### src/rtl/kbd_pkg.sv
// Shared definitions for the PS/2 keyboard controller.
// Covers register indices, frame FSM states, STATUS/CTRL bit positions and the frame parity check.
package kbd_pkg;

  localparam logic [1:0] REG_DATA   = 2'd0;
  localparam logic [1:0] REG_STATUS = 2'd1;
  localparam logic [1:0] REG_CTRL   = 2'd2;
  localparam logic [1:0] REG_RSVD   = 2'd3;

  typedef enum logic [1:0] {
    ST_IDLE   = 2'd0,
    ST_DATA   = 2'd1,
    ST_PARITY = 2'd2,
    ST_STOP   = 2'd3
  } frame_state_e;

  localparam int STAT_EMPTY   = 0;
  localparam int STAT_PERR    = 1;
  localparam int STAT_FERR    = 2;
  localparam int STAT_OVF     = 3;

  localparam int CTRL_INT_EN     = 0;
  localparam int CTRL_ERR_INT_EN = 1;
  localparam int CTRL_FLUSH      = 8;

  // PS/2 uses odd parity over the eight data bits plus the parity bit.
  function automatic logic odd_parity_ok(input logic [7:0] data_b, input logic par_b);
    return ^{data_b, par_b};
  endfunction

endpackage

### src/rtl/kbd_fifo.sv
// Synchronous 8-bit scan-code FIFO with flush and full/empty/count.
// A push into a full FIFO is accepted only when a pop happens in the same cycle.
module kbd_fifo #(
  parameter int DEPTH = 16
) (
  input  logic                     clk,
  input  logic                     rst_n,
  input  logic                     flush_i,
  input  logic                     push_i,
  input  logic [7:0]               push_data_i,
  input  logic                     pop_i,
  output logic [7:0]               head_o,
  output logic                     full_o,
  output logic                     empty_o,
  output logic                     drop_o,
  output logic [$clog2(DEPTH):0]   count_o
);

  localparam int AW = $clog2(DEPTH);
  localparam int CW = AW + 1;

  logic [7:0]    mem_q [DEPTH];
  logic [AW-1:0] wr_ptr_q, rd_ptr_q;
  logic [CW-1:0] count_q;
  logic          do_push_s, do_pop_s;

  // Pop only real data; a full FIFO still takes a push when a pop frees a slot.
  always_comb begin
    empty_o   = (count_q == CW'(0));
    full_o    = (count_q == CW'(DEPTH));
    do_pop_s  = pop_i & ~empty_o;
    do_push_s = push_i & (~full_o | do_pop_s);
    drop_o    = push_i & ~do_push_s & ~flush_i;
    head_o    = mem_q[rd_ptr_q];
    count_o   = count_q;
  end

  // Pointer and occupancy bookkeeping; flush wins over any push/pop.
  always_ff @(posedge clk or negedge rst_n) begin
    if (!rst_n) begin
      wr_ptr_q <= '0;
      rd_ptr_q <= '0;
      count_q  <= '0;
    end else if (flush_i) begin
      wr_ptr_q <= '0;
      rd_ptr_q <= '0;
      count_q  <= '0;
    end else begin
      if (do_push_s) wr_ptr_q <= wr_ptr_q + 1'b1;
      if (do_pop_s)  rd_ptr_q <= rd_ptr_q + 1'b1;
      count_q <= count_q + CW'(do_push_s) - CW'(do_pop_s);
    end
  end

  // Storage array.
  always_ff @(posedge clk) begin
    if (do_push_s) mem_q[wr_ptr_q] <= push_data_i;
  end

endmodule

### src/rtl/ps2_kbd_ctrl.sv
// PS/2 keyboard receiver: pin conditioning, 11-bit frame deframer, scan-code FIFO and CPU register window.
// Define PS2_TIMEOUT_EN to abort frames that stall mid-way for TIMEOUT_CYC clk cycles.
module ps2_kbd_ctrl
  import kbd_pkg::*;
#(
  parameter int FIFO_DEPTH  = 16,
  parameter int FILTER_LEN  = 8,
  parameter int TIMEOUT_CYC = 20000
) (
  input  logic        clk,
  input  logic        rst_n,
  input  logic        ps2_clk_i,
  input  logic        ps2_data_i,
  input  logic        cs,
  input  logic        rd,
  input  logic        wr,
  input  logic [1:0]  addr,
  input  logic [31:0] wdata,
  output logic [31:0] rdata,
  output logic        int_o
);

  localparam int FW = $clog2(FILTER_LEN) + 1;
  localparam int CW = $clog2(FIFO_DEPTH) + 1;

  logic          clk_meta_q, clk_sync_q, dat_meta_q, dat_sync_q;
  logic          filt_q;
  logic [FW-1:0] filt_cnt_q;
  logic          strike_q, strike_dat_q;

  frame_state_e  state_q, state_d;
  logic [2:0]    bit_cnt_q, bit_cnt_d;
  logic [7:0]    shift_q, shift_d;
  logic          par_q, par_d;
  logic          push_s, ferr_set_s, perr_set_s;

  logic          sel_rd_s, sel_wr_s, pop_s, flush_s;
  logic [2:0]    clr_s;
  logic          perr_q, perr_d, ferr_q, ferr_d, ovf_q, ovf_d;
  logic [1:0]    ctrl_q, ctrl_d;
  logic          int_q, int_d;
  logic [31:0]   rdata_q, rd_val_s;
  logic [7:0]    cnt8_s;

  logic [7:0]    fifo_head_s;
  logic          fifo_full_s, fifo_empty_s, fifo_drop_s;
  logic [CW-1:0] fifo_count_s;
  logic          unused_s;

  // Two-flop synchronizers; idle PS/2 lines are high.
  always_ff @(posedge clk or negedge rst_n) begin
    if (!rst_n) begin
      clk_meta_q <= 1'b1;
      clk_sync_q <= 1'b1;
      dat_meta_q <= 1'b1;
      dat_sync_q <= 1'b1;
    end else begin
      clk_meta_q <= ps2_clk_i;
      clk_sync_q <= clk_meta_q;
      dat_meta_q <= ps2_data_i;
      dat_sync_q <= dat_meta_q;
    end
  end

  // Clock deglitcher; a 1->0 change of the filtered clock becomes a one-cycle strike.
  always_ff @(posedge clk or negedge rst_n) begin
    if (!rst_n) begin
      filt_q       <= 1'b1;
      filt_cnt_q   <= '0;
      strike_q     <= 1'b0;
      strike_dat_q <= 1'b1;
    end else begin
      strike_q     <= 1'b0;
      strike_dat_q <= dat_sync_q;
      if (clk_sync_q == filt_q) begin
        filt_cnt_q <= '0;
      end else if (filt_cnt_q == FW'(FILTER_LEN - 1)) begin
        filt_q     <= clk_sync_q;
        filt_cnt_q <= '0;
        strike_q   <= filt_q;
      end else begin
        filt_cnt_q <= filt_cnt_q + 1'b1;
      end
    end
  end

`ifdef PS2_TIMEOUT_EN
  localparam int TW = $clog2(TIMEOUT_CYC + 1);
  logic [TW-1:0] tmo_cnt_q;
  logic          tmo_hit_s;

  assign tmo_hit_s = (state_q != ST_IDLE) && (tmo_cnt_q == TW'(TIMEOUT_CYC - 1));

  // Stall watchdog: restarts on every strike and is held clear while idle.
  always_ff @(posedge clk or negedge rst_n) begin
    if (!rst_n) begin
      tmo_cnt_q <= '0;
    end else if (strike_q || state_q == ST_IDLE || tmo_hit_s) begin
      tmo_cnt_q <= '0;
    end else begin
      tmo_cnt_q <= tmo_cnt_q + 1'b1;
    end
  end
`else
  logic tmo_hit_s;
  assign tmo_hit_s = 1'b0;
`endif

  // Frame deframer next-state logic.
  always_comb begin
    state_d    = state_q;
    bit_cnt_d  = bit_cnt_q;
    shift_d    = shift_q;
    par_d      = par_q;
    push_s     = 1'b0;
    ferr_set_s = 1'b0;
    perr_set_s = 1'b0;
    if (strike_q) begin
      case (state_q)
        ST_IDLE: begin
          if (!strike_dat_q) begin
            state_d   = ST_DATA;
            bit_cnt_d = 3'd0;
          end else begin
            ferr_set_s = 1'b1;
          end
        end
        ST_DATA: begin
          shift_d = {strike_dat_q, shift_q[7:1]};
          if (bit_cnt_q == 3'd7) begin
            state_d = ST_PARITY;
          end else begin
            bit_cnt_d = bit_cnt_q + 3'd1;
          end
        end
        ST_PARITY: begin
          par_d   = strike_dat_q;
          state_d = ST_STOP;
        end
        ST_STOP: begin
          state_d    = ST_IDLE;
          perr_set_s = ~odd_parity_ok(shift_q, par_q);
          ferr_set_s = ~strike_dat_q;
          push_s     = odd_parity_ok(shift_q, par_q) & strike_dat_q;
        end
        default: state_d = ST_IDLE;
      endcase
    end else if (tmo_hit_s) begin
      state_d    = ST_IDLE;
      ferr_set_s = 1'b1;
    end else begin
      state_d = state_q;
    end
  end

  // Frame deframer state.
  always_ff @(posedge clk or negedge rst_n) begin
    if (!rst_n) begin
      state_q   <= ST_IDLE;
      bit_cnt_q <= 3'd0;
      shift_q   <= 8'h00;
      par_q     <= 1'b0;
    end else begin
      state_q   <= state_d;
      bit_cnt_q <= bit_cnt_d;
      shift_q   <= shift_d;
      par_q     <= par_d;
    end
  end

  kbd_fifo #(
    .DEPTH (FIFO_DEPTH)
  ) u_fifo (
    .clk         (clk),
    .rst_n       (rst_n),
    .flush_i     (flush_s),
    .push_i      (push_s),
    .push_data_i (shift_q),
    .pop_i       (pop_s),
    .head_o      (fifo_head_s),
    .full_o      (fifo_full_s),
    .empty_o     (fifo_empty_s),
    .drop_o      (fifo_drop_s),
    .count_o     (fifo_count_s)
  );

  // Register decode, sticky flags with write-1-to-clear (a new event beats the clear), and read mux.
  always_comb begin
    sel_rd_s = cs & rd;
    sel_wr_s = cs & wr;
    pop_s    = sel_rd_s & (addr == REG_DATA);
    flush_s  = sel_wr_s & (addr == REG_CTRL) & wdata[CTRL_FLUSH];
    clr_s    = (sel_wr_s && addr == REG_STATUS) ? wdata[STAT_OVF:STAT_PERR] : 3'b000;
    perr_d   = (perr_q & ~clr_s[0]) | perr_set_s;
    ferr_d   = (ferr_q & ~clr_s[1]) | ferr_set_s;
    ovf_d    = (ovf_q  & ~clr_s[2]) | fifo_drop_s;
    if (sel_wr_s && addr == REG_CTRL) begin
      ctrl_d = wdata[CTRL_ERR_INT_EN:CTRL_INT_EN];
    end else begin
      ctrl_d = ctrl_q;
    end
    int_d  = (ctrl_q[CTRL_INT_EN] & ~fifo_empty_s) |
             (ctrl_q[CTRL_ERR_INT_EN] & (ovf_q | ferr_q | perr_q));
    cnt8_s = 8'(fifo_count_s);
    case (addr)
      REG_DATA: begin
        if (fifo_empty_s) begin
          rd_val_s = 32'h0000_0000;
        end else begin
          rd_val_s = {23'd0, 1'b1, fifo_head_s};
        end
      end
      REG_STATUS: rd_val_s = {16'd0, cnt8_s, 4'd0, ovf_q, ferr_q, perr_q, fifo_empty_s};
      REG_CTRL:   rd_val_s = {30'd0, ctrl_q};
      REG_RSVD:   rd_val_s = 32'h0000_0000;
      default:    rd_val_s = 32'h0000_0000;
    endcase
  end

  // Register state and registered bus outputs.
  always_ff @(posedge clk or negedge rst_n) begin
    if (!rst_n) begin
      perr_q  <= 1'b0;
      ferr_q  <= 1'b0;
      ovf_q   <= 1'b0;
      ctrl_q  <= 2'b00;
      int_q   <= 1'b0;
      rdata_q <= 32'h0000_0000;
    end else begin
      perr_q <= perr_d;
      ferr_q <= ferr_d;
      ovf_q  <= ovf_d;
      ctrl_q <= ctrl_d;
      int_q  <= int_d;
      if (sel_rd_s) rdata_q <= rd_val_s;
    end
  end

  assign rdata    = rdata_q;
  assign int_o    = int_q;
  assign unused_s = ^{wdata[31:9], wdata[7:4], wdata[0], fifo_full_s, TIMEOUT_CYC[0]};

endmodule

### config.mk
export PLATFORM = sky130hd
export DESIGN_NAME = ps2_kbd_ctrl
export DESIGN_NICKNAME = d
export VERILOG_FILES = /design/src/rtl/kbd_pkg.sv /design/src/rtl/kbd_fifo.sv /design/src/rtl/ps2_kbd_ctrl.sv
export SDC_FILE = /design/constraint.sdc
export NUM_CORES = 1
export LEC_CHECK = 0
export CORE_ASPECT_RATIO = 1.5
export CORE_MARGIN = 8
export CORE_UTILIZATION = 57
export DETAILED_ROUTE_END_ITERATION = 8
export GPL_TIMING_DRIVEN = 0
export MAX_ROUTING_LAYER = met4
export PLACE_DENSITY = 0.79
export SLEW_MARGIN = 40
export SYNTH_ARGS = -nofsm -noshare
export SYNTH_HDL_FRONTEND = slang
export SYNTH_SLANG_ARGS = --single-unit
### constraint.sdc
create_clock -name clk -period 3.35 [get_ports clk]
set_input_delay 0.335 -clock clk [delete_from_list [all_inputs] [get_ports clk]]
set_output_delay 0.335 -clock clk [all_outputs]
set_load 0.05 [all_outputs]
# [Word level (Yosys, flattened, before mapping)]
# Memory sizes are Yosys's and may differ from the RTL's.
# Cells that the tools add are included.
# W data, S select, Z words.
[totals] memories=1 input_bits=41 word_cells=114 ramBits=128 reg_bits=76 out_inout_bits=33
[mem_list] name="u_fifo.mem_q" depth=16 width=8 read_ports=1 rd_ports_with_merged_regs=0 write_ports=1 line_no="kbd_fifo.sv:22" source="logic [7:0] mem_q [DEPTH];"
[classes] n_reduce_logical=14 bitwise_logic=32 muxes=27 n_addsub=6 n_eq_ne=13
[ops] operator="$pmux W32 S4" n=1
[ops] operator="$mux W4" n=6
[ops] operator="$and A1 B1 Y1" n=15
[ops] operator="$add A4 B1 Y4 const B" n=3
[ops] operator="$mux W1" n=10
[ops] operator="$not A1 Y1" n=10
[ops] operator="$mux W3" n=3
[ops] operator="$mux W9" n=1
[ops] operator="$reduce_xor A9 Y1" n=1
[ops] operator="$eq A2 B2 Y1 const B" n=4
[ops] operator="$pmux W2 S4" n=1
[ops] operator="$or A1 B1 Y1" n=7
[ops] operator="$ne A2 B2 Y1 const B" n=3
[ops] operator="$pmux W3 S2" n=1
[ops] operator="$reduce_and A2 Y1" n=3
[ops] operator="$reduce_bool A2 Y1" n=3
[ops] operator="$add A5 B1 Y5" n=1
[ops] operator="$eq A5 B5 Y1 const B" n=1
[ops] operator="$logic_not A5 Y1" n=1
[ops] operator="$mux W5" n=1
[ops] operator="$sub A5 B1 Y5" n=1
[ops] operator="$eq A2 B1 Y1 const B" n=2
[ops] operator="$eq A4 B3 Y1 const B" n=1
[ops] operator="$logic_not A2 Y1" n=2
[ops] operator="other kinds (8)" n=10

# [Depth between registers and ports, before layout]
[logic_depth] ltp_word=9 mapped_depth=16 ltp_nobuf=14

# [Cells and area by module]
# Synthesis repeated with hierarchy kept, for this count alone.
[hier_totals] hier_cells=502 area_unflattened_um2=7915.1
[modules_own_cells] mod="kbd_fifo" area_per_inst_um2=5861.9 n_inst=1 cells_each=334 seq_area_each_um2=4169.0
[modules_own_cells] mod="ps2_kbd_ctrl" area_per_inst_um2=2053.2 n_inst=1 cells_each=168 seq_area_each_um2=1108.6

# [Least setup slack after synthesis]
# Ideal clock, no wire load.
[synth_timing] path_kind="register -> register" start="register u_fifo.count_q[3], in the netlist u_fifo.count_o[3]" end="register u_fifo.count_q[4], in the netlist u_fifo.count_o[4]" setup_time_ns=0.141 path_stages_with_launch=17 t_arrival_ns=2.882 required_ns=3.209 n_path_buf=2 period_less_slack_ns=3.024 slack_ns=0.326 cell_sequence="dfrtp_1 inv_1 ha_1 or4b_2 clkbuf_1 nand2_1 buf_4 inv_1 ha_1 inv_1 ha_1 inv_1 fa_1 nor2b_1 o21bai_1 a21oi_1 nor3b_1"
[synth_via] elab_chain_len=8 elab_cells_between_ends=10 classes_between="add/sub: 2; eq/ne: 1; mux: 1; bitwise: 5; reduce/logical: 1"
[synth_rtl] element="start, declared" line_no="kbd_fifo.sv:24" source="logic [CW-1:0] count_q;"
[synth_rtl] element="start signal, assigned" line_no="kbd_fifo.sv:51" source="count_q <= count_q + CW'(do_push_s) - CW'(do_pop_s);"
[synth_rtl] element="$logic_not A5 Y1" line_no="kbd_fifo.sv:29" source="empty_o = (count_q == CW'(0));"
[synth_rtl] element="$not A1 Y1" line_no="kbd_fifo.sv:31" source="do_pop_s = pop_i & ~empty_o;"
[synth_rtl] element="$and A1 B1 Y1" line_no="kbd_fifo.sv:31"
[synth_rtl] element="$or A1 B1 Y1" line_no="kbd_fifo.sv:32" source="do_push_s = push_i & (~full_o | do_pop_s);"
[synth_rtl] element="$and A1 B1 Y1" line_no="kbd_fifo.sv:32"
[synth_rtl] element="$add A5 B1 Y5" line_no="kbd_fifo.sv:51"
[synth_rtl] element="$sub A5 B1 Y5 *" line_no="kbd_fifo.sv:51"
[synth_rtl] element="$mux W5 *" line_no="kbd_fifo.sv:44" source="end else if (flush_i) begin"
# Every way passes the cells marked *; elsewhere a longest branch is shown, timed or not.
# A chain may end at the register's enable or synchronous reset.

# [Final worst setup path]
# Same ends and word-level chain as after synthesis.

==> flow_metrics.py <==
metrics = {
    "route": {
        "wl_met3_um": 993,
        "wirelength_um": 16600,
        "viasPerCell": 6.21,
        "avgRoutedWirePerCell_um": 22.7,
        "top_layer_used": "met4",
        "dr.first_iter.drc_count": 415,
        "firstDrtPassIters": 5,
        "drt.antenna.violating_nets": 0,
        "drc": 0,
        "wl_met1_um": 5950,
        "vias": 4543,
        "wl_met2_um": 9050,
    },
    "sta": {
        "hold_viol": 0,
        "fin_crit_sh": 0.938,
        "worst_pin_slew_ps": 828,
        "fin_worst_skew_ps": 10.4,
        "setup_ws_ps": 209,
        "rsz0062_at_grt": "false",
        "relSlewSlack": 0.445,
        "setup_viol": 0,
        "period_needed_ps": 3140,
        "drv_slew": 0,
        "max_freq_mhz": 318,
    },
    "logic_synthesis": {
        "synth_seq_area_share": 0.665,
        "yosysTopAreaCell": "edfxtp_1",
        "yosysTopAreaCellShare": 0.485,
        "synth-warning-count": 0,
        "async_flop_share": 0.308,
        "avgSynthCellArea_sq_um": 16.4,
        "yosys-top-cells-area": "edfxtp_1 48%, dfrtp_1 16%, mux4_2 9.1%",
        "synth_top_flop_cell": "edfxtp_1",
        "yosys-top-cells-count": "128 x edfxtp_1, 51 x dfrtp_1, 32 x mux4_2, 29 x nand2_1, 23 x buf_4",
        "synth_cells": 483,
        "synth_cell_types": 59,
        "synth_edf_count": 128,
        "synth-seq-cells": 185,
        "syn_area_sq_um": 7930,
        "yosysMostFrequentCell": "edfxtp_1",
    },
    "worst_setup_path": {
        "critPathCapture": "u_fifo.count_o[4]$_DFF_PN0_",
        "r2r_end": "u_fifo.count_o[4]$_DFF_PN0_",
        "cp-end-kind": "flip-flop",
        "r2r_slack_ps": 210,
        "worstPathMaxFanout": 10,
        "critPathRequiredTime_ps": 3700,
        "cp-startpoint": "u_fifo.count_o[3]$_DFF_PN0_",
        "crit_type": "flip-flop to flip-flop",
        "start_kind": "flip-flop",
        "r2r-start": "u_fifo.count_o[3]$_DFF_PN0_",
        "r2r_cells": 15,
        "arrival_ps": 3500,
    },
    "power_and_ir_drop": {
        "power.leakage_nw": 3.46,
        "peakVddDrop_v": 0.000332,
        "power_per_cell_area_nw_per_um2": 653,
    },
    "min_path": {
        "min_path_type": "input pin to asynchronous set/reset pin",
    },
    "placed_design": {
        "place_ws_ps": -426,
        "globalplace.congestion": 0.914,
        "dp_hpwl_um": 11200,
        "port_buffers": 26,
        "dpl.cell_count": 699,
    },
    "floorplan": {
        "die_h_um": 160,
        "coreArea_sq_um": 13800,
        "rows": 53,
        "ioPinCount": 74,
        "die_x_um": 112,
        "start_util": 0.575,
        "die-area_sq_um": 18000,
    },
    "run": {
        "maxCapViolCount": 0,
    },
    "cells_and_area": {
        "instances_no_fill": 731,
        "layout-drive-gt1-share": 0.244,
        "n_antenna_cell": 0,
        "fillers": 901,
        "area_delta_synth_final_pct": 15.7,
        "final_net_count": 613,
    },
    "clock_network": {
        "cts_buffer_depth": 2,
        "worst_skew_pair.late_latency_ps": 440,
        "clk_pin_slew_worst_paths_ps": 80,
        "post_cts_buffers": 0,
        "cts_sinks": 185,
        "cts_tree": "built",
        "cts_buffers": 17,
        "htree_levels": 4,
        "root_buffer": "clkbuf_16",
    },
    "grt": {
        "gr-usage-all-layers": 0.198,
        "grt_start_max_net_pins": 45,
        "grt_pass1_wl_um": 26000,
        "antenna_found_initial": 0,
        "grt-ovfl-total": 0,
        "grt_pass1_vias": 4757,
    },
    "status": {
        "status": "complete, no violations",
    },
}
==> power by group <==
part | total, W | switching (W) | internal [W]
sequential | 0.00264 | 0.000104 | 0.00254
combinational | 0.00136 | 0.000762 | 0.000598
clock | 0.00199 | 0.000978 | 0.00101
==> worst max-delay path, cell delays in order (launching register included) <==
cell and delay, ps:
dfrtp_1 410, inv_1 90, ha_1 170, or4b_4 520, nand2_1 110, buf_4 200, inv_1 80, ha_1 260
inv_1 60, ha_1 160, inv_1 50, fa_1 390, nor2b_1 160, o21bai_1 110, nand3_1 100, nor3b_1 180
==> registers in the layout, summed over array words and instances (netlist names), 2 cells and up <==
signal / count
ctrl_q: 2
rdata: 13
u_fifo.count_o: 5
u_fifo.mem_q: 128
state_q: 2
filt_cnt_q: 4
u_fifo.wr_ptr_q: 4
shift_q: 8
u_fifo.rd_ptr_q: 4
bit_cnt_q: 3
==> area by class of cell <==
class                      instances  area (sq um)  area share
sequential                       185          5290       0.576
multi-input combinational        258          2460       0.268
clock buffer                      17           425      0.0464
timing repair buffer              34           318      0.0346
buffer                            37           236      0.0258
tap                              165           206      0.0225
clock inverter                    15           169      0.0184
inverter                          20          75.1     0.00818
==> metal layers <==
layer / GRT usage / vias to the layer above
li1: - / 1983
met4: 0.105 / 0
met5: - / -
met2: 0.347 / 196
met3: 0.0432 / 56
met1: 0.204 / 2308
==> how the worst min path moves through the flow <==
stage | end | depth (start not counted)
after floorplan | bit_cnt_q[0]$_DFFE_PN0P_ | 0
after global placement | dat_sync_q$_DFF_PN1_ | 0
after detailed placement | u_fifo.count_o[3]$_DFF_PN0_ | 1
after CTS | clk_meta_q$_DFF_PN1_ | 1
after global routing | clk_meta_q$_DFF_PN1_ | 1
final | u_fifo.count_o[3]$_DFF_PN0_ | 2
==> repair_timing <==
item,4_1_cts,5_1_grt
pin swaps,0,0
gates cloned,0,0
resized for setup,1,7
hold buffers,1,0
hold endpoints to repair,13,0
endpoints found under the setup margin,1,1
==> stage by stage <==
stage | hold WS (ps) | setup TNS (ps) | area, sq um | power (W) | util
4_1_cts | 292 | 0 | 9150 | 0.00601 | 0.663
5_1_grt | 299 | 0 | 9180 | 0.00620 | 0.665
3_5_place_dp | 207 | -713 | 8550 | 0.00404 | 0.620
2_1_floorplan | 39.4 | 0 | 8000 | 0.00366 | -
3_3_place_gp | 346 | -9050 | 8470 | 0.00398 | 0.614
6_report | 298 | 0 | 9180 | 0.00600 | 0.665
==> cells by family (layout without fill, tap and decap cells) <==
kind of cell | count (synthesis) | in the layout | synth area share
flops | 185 | 185 | 0.665
mux | 53 | 53 | 0.121
buf+inv | 58 | 123 | 0.0398
fa+ha+maj | 19 | 19 | 0.0309
compound gates | 61 | 61 | 0.0573
xor+xnor | 14 | 14 | 0.0210
other cells | 1 | 19 | 0.000473
simple gates | 92 | 92 | 0.0640
==> cells in the final DEF, fill, tap and decap left out, types with 17 or more instances in the layout <==
cell,n
nand2_1,29
buf_4,24
conb_1,19
clkdlybuf4s50_1,25
mux4_2,32
ha_1,18
edfxtp_1,128
inv_1,19
dfrtp_1,45
clkbuf_16,17
Note: power is estimated with default switching activity, not from simulation.
